## config.mk

```make
export PLATFORM = sky130hd
export DESIGN_NAME = ref_filter_ctrl_flat
export DESIGN_NICKNAME = d
export VERILOG_FILES = /design/src/rtl/ref_filter_ctrl_if.sv /design/src/rtl/ref_filter_ctrl.sv /design/src/flat_wrapper.sv
export SDC_FILE = /design/constraint.sdc
export NUM_CORES = 1
export LEC_CHECK = 0
export ABC_CLOCK_PERIOD_IN_PS = 2400
export CORE_MARGIN = 2
export CORE_UTILIZATION = 53
export DETAILED_ROUTE_END_ITERATION = 6
export GPL_TIMING_DRIVEN = 0
export PLACE_DENSITY = 0.81
export RECOVER_POWER = 25
export REMOVE_ABC_BUFFERS = 1
export SETUP_SLACK_MARGIN = 0.2
export SLEW_MARGIN = 20
export SYNTH_ARGS = -nofsm -noshare
export SYNTH_HDL_FRONTEND = slang
export SYNTH_SLANG_ARGS = --single-unit
```

## constraint.sdc

```tcl
create_clock -name CLK1 -period 2.4 [get_ports CLK1]
set_input_delay 0.24 -clock CLK1 [delete_from_list [all_inputs] [get_ports CLK1]]
set_output_delay 0.24 -clock CLK1 [all_outputs]
set_load 0.01 [all_outputs]
```

## src/rtl/ref_filter_ctrl_if.sv

```systemverilog
// Handshake bundle between the reference smoothing controller, the reference
// selection stage and the intra predictor.
interface ref_filter_ctrl_if #(
  parameter int CNT_W = 16
);
  logic             cmd_valid;
  logic             cmd_ready;
  logic [5:0]       cmd_mode;
  logic [1:0]       cmd_cidx;
  logic             ref_req;
  logic             ref_ack;
  logic             ref_hold;
  logic             filter_flag;
  logic             pred_valid;
  logic             pred_ready;
  logic             abort;
  logic             busy;
  logic [CNT_W-1:0] blk_cnt;

  modport slave (
    input  cmd_valid, cmd_mode, cmd_cidx, ref_ack, pred_ready, abort,
    output cmd_ready, ref_req, ref_hold, filter_flag, pred_valid, busy, blk_cnt
  );

  modport master (
    output cmd_valid, cmd_mode, cmd_cidx, ref_ack, pred_ready, abort,
    input  cmd_ready, ref_req, ref_hold, filter_flag, pred_valid, busy, blk_cnt
  );
endinterface

```

## src/rtl/ref_filter_ctrl.sv

```systemverilog
// Sequencer for 8x8 intra reference-sample smoothing: command accept, reference
// request, filter latency wait and predictor handshake.
//
// state   | meaning
// S_IDLE  | ready for a block command
// S_REQ   | requesting reference samples, waiting for ref_ack
// S_WAIT  | counting down filter register latency
// S_VALID | filtered samples offered to the predictor
module ref_filter_ctrl #(
  parameter int FILT_LAT = 1,
  parameter int THRES    = 7,
  parameter int CNT_W    = 16
) (
  input logic              CLK1,
  input logic              RST,
  ref_filter_ctrl_if.slave bus
);

  typedef enum logic [1:0] {S_IDLE, S_REQ, S_WAIT, S_VALID} state_t;

  localparam logic [2:0] LAT_V   = 3'(FILT_LAT);
  localparam logic [6:0] THRES_V = 7'(THRES);

  state_t           state_q, state_d;
  logic             ref_req_q, ref_req_d;
  logic             ref_hold_q, ref_hold_d;
  logic             flag_q, flag_d;
  logic             pvalid_q, pvalid_d;
  logic [2:0]       cnt_q, cnt_d;
  logic [CNT_W-1:0] blk_q, blk_d;

  logic signed [6:0] d26, d10;
  logic [6:0]        a26, a10, dmin;
  logic              flag_calc;

  // Smoothing decision on the raw command fields, captured at acceptance.
  always_comb begin
    d26  = $signed({1'b0, bus.cmd_mode}) - 7'sd26;
    d10  = $signed({1'b0, bus.cmd_mode}) - 7'sd10;
    a26  = d26[6] ? -d26 : d26;
    a10  = d10[6] ? -d10 : d10;
    dmin = (a26 < a10) ? a26 : a10;
    if (bus.cmd_cidx != 2'd0 || bus.cmd_mode == 6'd1 || bus.cmd_mode > 6'd34)
      flag_calc = 1'b0;
    else if (bus.cmd_mode == 6'd0)
      flag_calc = 1'b1;
    else
      flag_calc = dmin > THRES_V;
  end

  always_ff @(posedge CLK1 or posedge RST) begin
    if (RST) begin
      state_q    <= S_IDLE;
      ref_req_q  <= 1'b0;
      ref_hold_q <= 1'b0;
      flag_q     <= 1'b0;
      pvalid_q   <= 1'b0;
      cnt_q      <= '0;
      blk_q      <= '0;
    end else begin
      state_q    <= state_d;
      ref_req_q  <= ref_req_d;
      ref_hold_q <= ref_hold_d;
      flag_q     <= flag_d;
      pvalid_q   <= pvalid_d;
      cnt_q      <= cnt_d;
      blk_q      <= blk_d;
    end
  end

  always_comb begin
    state_d    = state_q;
    ref_req_d  = ref_req_q;
    ref_hold_d = ref_hold_q;
    flag_d     = flag_q;
    pvalid_d   = pvalid_q;
    cnt_d      = cnt_q;
    blk_d      = blk_q;
    if (bus.abort) begin
      state_d    = S_IDLE;
      ref_req_d  = 1'b0;
      ref_hold_d = 1'b0;
      flag_d     = 1'b0;
      pvalid_d   = 1'b0;
      cnt_d      = '0;
    end else begin
      unique case (state_q)
        S_IDLE: begin
          if (bus.cmd_valid) begin
            state_d    = S_REQ;
            ref_req_d  = 1'b1;
            // Hold is registered, so raise it now to cover the ref_ack cycle.
            ref_hold_d = 1'b1;
            flag_d     = flag_calc;
          end
        end
        S_REQ: begin
          if (bus.ref_ack) begin
            ref_req_d = 1'b0;
            cnt_d     = LAT_V;
            state_d   = S_WAIT;
          end
        end
        S_WAIT: begin
          cnt_d = cnt_q - 3'd1;
          if (cnt_q == 3'd1) begin
            state_d  = S_VALID;
            pvalid_d = 1'b1;
          end
        end
        S_VALID: begin
          if (bus.pred_ready) begin
            blk_d      = blk_q + CNT_W'(1);
            state_d    = S_IDLE;
            pvalid_d   = 1'b0;
            ref_hold_d = 1'b0;
            flag_d     = 1'b0;
          end
        end
        default: state_d = S_IDLE;
      endcase
    end
  end

  assign bus.cmd_ready   = (state_q == S_IDLE);
  assign bus.busy        = (state_q != S_IDLE);
  assign bus.ref_req     = ref_req_q;
  assign bus.ref_hold    = ref_hold_q;
  assign bus.filter_flag = flag_q;
  assign bus.pred_valid  = pvalid_q;
  assign bus.blk_cnt     = blk_q;

endmodule
```

## src/flat_wrapper.sv

```systemverilog
// flat-port wrapper written by rule: the top's interface ports become plain ports
module ref_filter_ctrl_flat 
#(
  parameter int FILT_LAT = 1,
  parameter int THRES    = 7,
  parameter int CNT_W    = 16
)
  (CLK1, RST, bus_cmd_valid, bus_cmd_mode, bus_cmd_cidx, bus_ref_ack, bus_pred_ready, bus_abort, bus_cmd_ready, bus_ref_req, bus_ref_hold, bus_filter_flag, bus_pred_valid, bus_busy, bus_blk_cnt);
  ref_filter_ctrl_if #(.CNT_W(CNT_W)) bus_i ();
  input logic CLK1;
  input logic RST;
  input wire logic [$bits(bus_i.cmd_valid)-1:0] bus_cmd_valid;
  input wire logic [$bits(bus_i.cmd_mode)-1:0] bus_cmd_mode;
  input wire logic [$bits(bus_i.cmd_cidx)-1:0] bus_cmd_cidx;
  input wire logic [$bits(bus_i.ref_ack)-1:0] bus_ref_ack;
  input wire logic [$bits(bus_i.pred_ready)-1:0] bus_pred_ready;
  input wire logic [$bits(bus_i.abort)-1:0] bus_abort;
  output wire logic [$bits(bus_i.cmd_ready)-1:0] bus_cmd_ready;
  output wire logic [$bits(bus_i.ref_req)-1:0] bus_ref_req;
  output wire logic [$bits(bus_i.ref_hold)-1:0] bus_ref_hold;
  output wire logic [$bits(bus_i.filter_flag)-1:0] bus_filter_flag;
  output wire logic [$bits(bus_i.pred_valid)-1:0] bus_pred_valid;
  output wire logic [$bits(bus_i.busy)-1:0] bus_busy;
  output wire logic [$bits(bus_i.blk_cnt)-1:0] bus_blk_cnt;
  assign bus_i.cmd_valid = bus_cmd_valid;
  assign bus_i.cmd_mode = bus_cmd_mode;
  assign bus_i.cmd_cidx = bus_cmd_cidx;
  assign bus_i.ref_ack = bus_ref_ack;
  assign bus_i.pred_ready = bus_pred_ready;
  assign bus_i.abort = bus_abort;
  assign bus_cmd_ready = bus_i.cmd_ready;
  assign bus_ref_req = bus_i.ref_req;
  assign bus_ref_hold = bus_i.ref_hold;
  assign bus_filter_flag = bus_i.filter_flag;
  assign bus_pred_valid = bus_i.pred_valid;
  assign bus_busy = bus_i.busy;
  assign bus_blk_cnt = bus_i.blk_cnt;
  ref_filter_ctrl #(.FILT_LAT(FILT_LAT), .THRES(THRES), .CNT_W(CNT_W)) u_core (.CLK1(CLK1), .RST(RST), .bus(bus_i));
endmodule
```

==> impl_metrics.json, run 1 <==
{
  "leakage_nw": 1.11,
  "hold_violations": 0,
  "synthSimpleGateAreaFrac": 0.207,
  "dp_cells": 291,
  "crit_path_top_delay_cell": "or4_4",
  "clock_sinks": 25,
  "maxSlewHeadroom": 0.403,
  "detail_route.wl_per_cell_um": 14.3,
  "path_cells": "buf_6, inv_6, ha_4, or2b_4, or4_4, o311ai_4, ha_1, nand2_1, a221oi_2, a211oi_2, nor4b_2, a211oi_2",
  "drv_cap": 0,
  "multi_input_area_um2": 1330,
  "regToRegStartpoint": "u_core.state_q[0]",
  "worstSetupPathType": "in -> reg",
  "cts_buffers": 3,
  "io_buffers": 35,
  "vias": 1672,
  "synth.area.mux_share": 0.0427,
  "grt_pass1_vias": 1603,
  "hold_path_class": "in -> async",
  "worstSetupStartpoint": "bus_cmd_mode[2]",
  "async_flop_share": 1.00,
  "drc": 0,
  "drive_above_1_share": 0.167,
  "skew_ns": 0.00907,
  "yosys_warnings": 0,
  "syn_area_per_cell_um2": 9.17,
  "cpMostUsedCell": "a211oi_2",
  "clockBufferDepth": 2,
  "cts-root-buf": "clkbuf_8",
  "clk_pin_slew_ns": 0.10,
  "ant_nets": 0,
  "die_w_um": 64.8,
  "pre_cts_slack_ns": -1.01,
  "ys_ff_latch": 25,
  "antennaDiodeCount": 0,
  "initial_utilization": 0.544,
  "via_per_inst": 5.59,
  "pwr_density_cell_nw_per_um2": 626,
  "fin_crit_ns": 2.08,
  "timing.hold.ws_ns": 0.477,
  "netlist_top_cells_count": "dfrtp_1 (25), nor2_1 (24), ha_1 (19), inv_1 (17), xnor2_1 (14)",
  "yosysSeqAreaShare": 0.319,
  "rsz0062_at_grt": "yes",
  "netlist_area_um2": 1960,
  "utilization": 0.695,
  "hpwl_mm": 3.00,
  "fin_cells": 299,
  "startpoint_type": "primary input",
  "final_nets": 285,
  "tns_ns": 0,
  "top_level_ports": 36,
  "grt_first_pass_wirelength_mm": 7.26,
  "synth_edf_count": 0,
  "fp.coreArea_um2": 3610,
  "final.period_utilization": 0.865,
  "tightest_slew_ns": 0.890,
  "antenna_found_initial": 0,
  "synth_cell_type_count": 51,
  "grt_usage": 0.216,
  "worstSkewPairLatency_ns": 0.28,
  "slew_viol_final": 0,
  "synth_fa_ha_area_frac": 0.121,
  "synth_top_area_share": 0.319,
  "cp-end-kind": "flip-flop",
  "finalSetupViolCount": 0,
  "path_max_fanout": 7,
  "status": "finished, final reports clean",
  "synth-compound-area-share": 0.149,
  "die_area_um2": 4200,
  "max_stage_delay_ns": 0.43,
  "rrSetupSlack_ns": 0.45,
  "drt_iter0_markers": 106,
  "synth_xor_area_frac": 0.102,
  "rows": 22,
  "grt-ovfl-total": 0,
  "yosysMostFrequentCell": "dfrtp_1",
  "ys.flop_type": "dfrtp_1",
  "fill_cells": 281,
  "dr.pass1.iters": 4,
  "crit_arrival_ns": 2.24,
  "vdd_drop_max_mv": 0.256,
  "syn_to_final_growth_pct": 27.7,
  "yosys.area.top_type": "dfrtp_1",
  "synth_top_family_by_area": "simple AND/OR/NAND/NOR gates",
  "htreeDepth": 1,
  "die_h_um": 64.8,
  "crit_required_ns": 2.56,
  "place_congestion": 0.899,
  "drt_wl_total_mm": 4.27,
  "synth_area_leaders": "dfrtp_1 (32%), ha_1 (12%), xnor2_1 (6.3%)",
  "syn-instance-count": 214,
  "seqCellArea_um2": 626,
  "fmax_ghz": 0.482,
  "worst_slack_ns": 0.324,
  "grt_max_degree": 26,
  "cts_tree": "yes",
  "hold_buffers": 0
}
[routing by layer]
metal	share of wire	global-route usage	up-vias	wire length (um)
met4	0.0066	0.0771	0	28
met5	0	0	-	0
met1	0.45	0.284	792	1910
li1	-	-	822	-
met2	0.50	0.370	55	2140
met3	0.045	0.0174	3	193
[area by class of cell]
cell class | instances | share of cell area
flip-flops and latches | 25 | 0.250
repair buffers | 39 | 0.149
well taps | 48 | 0.0240
multi-input cells | 166 | 0.529
inverters | 17 | 0.0275
clock buffers | 3 | 0.0165
clock inverters | 1 | 0.00350
[logic make-up after synthesis]
family	count (synthesis)
DFF	25
AOI/OAI and AO/OA	38
xor gates and xnor gates	22
and+or+nand+nor	77
other	2
buffers and inverters	23
adders and majority gates	19
muxes	8
[repair_timing]
action,4_1_cts,5_1_grt
setup endpoints to repair,1,1
gates resized for setup,35,22
pin swaps,5,5
setup buffers,2,2
endpoints found under the hold margin,0,0
[layout by cell type, fill, tap and decap left out, types with 2 or more instances in the layout]
cell	instances
a21oi_1	6
nor3_2	3
nand3_1	10
nand2_1	13
clkbuf_8	3
ha_4	2
nand2b_1	3
buf_4	4
mux2_1	2
xnor2_1	14
a211oi_2	3
a22oi_1	3
o21ai_1	5
xor2_1	6
inv_6	2
nor2_1	23
inv_1	14
nand4_1	3
ha_1	16
o21ai_0	3
nor4_1	2
and3_1	2
nor3_1	3
mux2i_1	5
clkdlybuf4s50_1	28
buf_2	2
o2111ai_1	3
nor2b_1	3
dfrtp_1	25
o21a_1	2
conb_1	2
[final timing paths]
| path | cells after the start | end |
|---|---|---|
| worst max register to register | 6 | u_core.bus.blk_cnt[15] |
| max in group asynchronous | 2 | u_core.bus.ref_hold |
| worst max-delay path | 12 | u_core.bus.filter_flag |
| worst min register to register | 1 | u_core.bus.blk_cnt[15] |
| worst min-delay path | 2 | u_core.bus.blk_cnt[15] |
| min in group CLK1 | 1 | u_core.bus.blk_cnt[15] |
[stage by stage]
| stage | power, mW | instance area [um^2] |
|---|---|---|
| floorplan | 0.997 | 1920 |
| global placement | 1.23 | 2330 |
| detailed placement | 1.25 | 2330 |
| CTS | 1.54 | 2440 |
| global route | 1.70 | 2500 |
| finish | 1.57 | 2500 |
[where the power goes]
group          switching, mW  leakage, nW  internal [mW]
combinational          0.378        0.750          0.357
clock                  0.151       0.0261          0.122
sequential            0.0695        0.336          0.489
total                  0.599         1.11          0.968
[state kept, by name (all words and copies together), names as in the netlist]
| signal | flops |
|---|---|
| u_core.bus.blk_cnt | 16 |
| u_core.cnt_q | 3 |
| u_core.state_q | 2 |
| u_core.bus.filter_flag | 1 |
| u_core.bus.pred_valid | 1 |
| u_core.bus.ref_hold | 1 |
| u_core.bus.ref_req | 1 |
[worst max-delay path, delay by kind of cell]
family                     cells  cell delay (ns)
and+or+nand+nor                4             1.06
adders and majority gates      2             0.31
buffers and inverters          2             0.18
AOI/OAI and AO/OA              4             0.44
No activity file was read; power rests on OpenSTA's default activity.
==> run 2: changes to the inputs <==
--- a/config.mk
+++ b/config.mk
@@ -14,6 +14,7 @@
 export RECOVER_POWER = 25
 export REMOVE_ABC_BUFFERS = 1
 export SETUP_SLACK_MARGIN = 0.2
+export SKIP_LAST_GASP = 1
 export SLEW_MARGIN = 20
 export SYNTH_ARGS = -nofsm -noshare
 export SYNTH_HDL_FRONTEND = slang
==> results of run 2 <==
Final layout, timing and power as in run 1 (identical DEF).
==> run 3: changes to the inputs <==
--- a/config.mk
+++ b/config.mk
@@ -5,12 +5,10 @@
 export SDC_FILE = /design/constraint.sdc
 export NUM_CORES = 1
 export LEC_CHECK = 0
-export ABC_CLOCK_PERIOD_IN_PS = 2400
 export CORE_MARGIN = 2
-export CORE_UTILIZATION = 53
+export CORE_UTILIZATION = 35
 export DETAILED_ROUTE_END_ITERATION = 6
 export GPL_TIMING_DRIVEN = 0
-export PLACE_DENSITY = 0.81
 export RECOVER_POWER = 25
 export REMOVE_ABC_BUFFERS = 1
 export SETUP_SLACK_MARGIN = 0.2
==> run 3 against run 2 <==
Net effect: largest power group unchanged; critical path type unchanged; design area rose by 1.5%; sequential cell count did not move; highest routed layer unchanged; sequential share of layout area is 0.38 points lower; clock power shrank 3%; combinational power down 0.8%; worst hold slack got worse by 0.0058 ns; first-iteration DRC count down 44%.
==> impl_metrics.json, run 3 (same netlist as run 1, synthesis figures left out) <==
{
  "clock_sinks": 25,
  "antenna_found_initial": 0,
  "path_max_fanout": 5,
  "top_level_ports": 36,
  "cts_buffers": 3,
  "final_common_cell": "clkdlybuf4s50_1",
  "fp.coreArea_um2": 5470,
  "maxSlewHeadroom": 0.366,
  "dr.pass1.iters": 4,
  "rsz0062_at_grt": "yes",
  "die_w_um": 78.9,
  "grt-ovfl-total": 0,
  "via_per_inst": 5.02,
  "die_area_um2": 6220,
  "die_h_um": 78.9,
  "fin_crit_ns": 2.13,
  "grt_usage": 0.139,
  "initial_utilization": 0.358,
  "tightest_slew_ns": 0.950,
  "final.period_utilization": 0.887,
  "cts-root-buf": "clkbuf_8",
  "hold_buffers": 0,
  "hold_path_class": "reg -> reg",
  "syn_to_final_growth_pct": 29.7,
  "hold_violations": 0,
  "mostFrequentLayoutCells": "clkdlybuf4s50_1 (28), dfrtp_1 (25), nor2_1 (22)",
  "fill_cells": 538,
  "finalSetupViolCount": 0,
  "fmax_ghz": 0.470,
  "clk_pin_slew_ns": 0.10,
  "fin_area_um2": 2540,
  "placed_area_um2": 2360,
  "fin_cells": 324,
  "ant_nets": 0,
  "clockBufferDepth": 2,
  "io_buffers": 35,
  "drv_cap": 0,
  "status": "finished, final reports clean",
  "drc": 0,
  "worst_slack_ns": 0.271,
  "vdd_drop_max_mv": 0.296,
  "path_cells": "buf_12, clkinv_8, ha_4, or2b_4, or4_4, o311ai_4, ha_1, nand2_1, a221oi_2, a211oi_2, nor4b_2, a211oi_2",
  "drt_iter0_markers": 59,
  "leakage_nw": 1.12,
  "worstSetupPathType": "in -> reg",
  "skew_ns": 0.00315,
  "slew_viol_final": 0,
  "worstSkewPairLatency_ns": 0.27,
  "crit_arrival_ns": 2.28,
  "drt_wl_total_mm": 4.18,
  "critPathTopFamily": "simple AND/OR/NAND/NOR gates",
  "pre_cts_slack_ns": -1.00,
  "cts_tree": "yes",
  "htreeDepth": 1,
  "pwr_density_cell_nw_per_um2": 608,
  "largest_register_ffs": 16,
  "max_stage_delay_ns": 0.49,
  "cpMostUsedCell": "a211oi_2",
  "dp_cells": 315,
  "place_congestion": 0.798,
  "grt_first_pass_wirelength_mm": 7.23,
  "timing.hold.ws_ns": 0.471,
  "grt_pass1_vias": 1558,
  "drive_above_1_share": 0.167,
  "cp_num_buf_inv": 2,
  "crit_path_top_delay_cell": "or4_4",
  "rows": 27,
  "grt_max_degree": 26,
  "startpoint_type": "primary input",
  "detail_route.wl_per_cell_um": 12.9,
  "final_nets": 286,
  "antennaDiodeCount": 0,
  "crit_required_ns": 2.55,
  "hpwl_mm": 3.06,
  "cp-end-kind": "flip-flop",
  "vias": 1627
}
[run 3: cell types whose count changed in the layout (fill, tap and decap cells not counted), sizes merged]
cell,change
clkbuf,-1
buf,+2
[run 3: final timing paths]
| kind | startpoint | end | slack (ns) | cells after the start |
|---|---|---|---|---|
| hold reg to reg | u_core.bus.blk_cnt[15] | u_core.bus.blk_cnt[15] | 0.47 | 1 |
| setup reg to reg | u_core.state_q[0] | u_core.bus.filter_flag | 0.46 | 7 |
| setup / recovery | bus_cmd_mode[2] | u_core.bus.filter_flag | 0.27 | 12 |
| max in group asynchronous | RST | u_core.cnt_q[1] | 1.20 | 2 |
| hold / removal | u_core.bus.blk_cnt[15] | u_core.bus.blk_cnt[15] | 0.47 | 1 |
| min in group asynchronous | RST | u_core.bus.blk_cnt[15] | 0.62 | 2 |
[run 3: final cells by class]
class | count | area [um^2] | area share
multi-input combinational | 166 | 1320 | 0.518
sequential | 25 | 626 | 0.246
timing repair buffer | 40 | 383 | 0.151
tap | 72 | 90.1 | 0.0354
inverter | 17 | 76.3 | 0.0300
clock buffer | 3 | 41.3 | 0.0162
clock inverter | 1 | 8.76 | 0.00344
[run 3: layer usage]
layer | GRT usage | vias to the layer above | part of all wire
met5 | 0 | - | 0
met4 | 0.0379 | 0 | 0.0098
met2 | 0.231 | 27 | 0.49
li1 | - | 820 | -
met3 | 0.00455 | 4 | 0.019
met1 | 0.199 | 776 | 0.48
[run 3: metrics by stage]
stage	total power [mW]	utilization	TNS, ns
floorplan	0.997	-	0
global placement	1.24	0.431	-1.01
detailed placement	1.25	0.431	-1.00
CTS	1.55	0.454	0
global route	1.69	0.465	0
finish	1.55	0.465	0
[run 3: what timing repair did]
item,in CTS,in global routing
setup buffers,2,3
hold endpoints to repair,0,0
gates resized for setup,36,22
endpoints found under the setup margin,1,1
pin swaps,5,8
[run 3: power by group]
| group | internal (mW) | total (mW) | switching (mW) | leakage (nW) |
|---|---|---|---|---|
| Combinational | 0.356 | 0.729 | 0.374 | 0.761 |
| Sequential | 0.489 | 0.553 | 0.0639 | 0.336 |
| Clock | 0.121 | 0.265 | 0.143 | 0.0261 |
| Total | 0.967 | 1.55 | 0.580 | 1.12 |
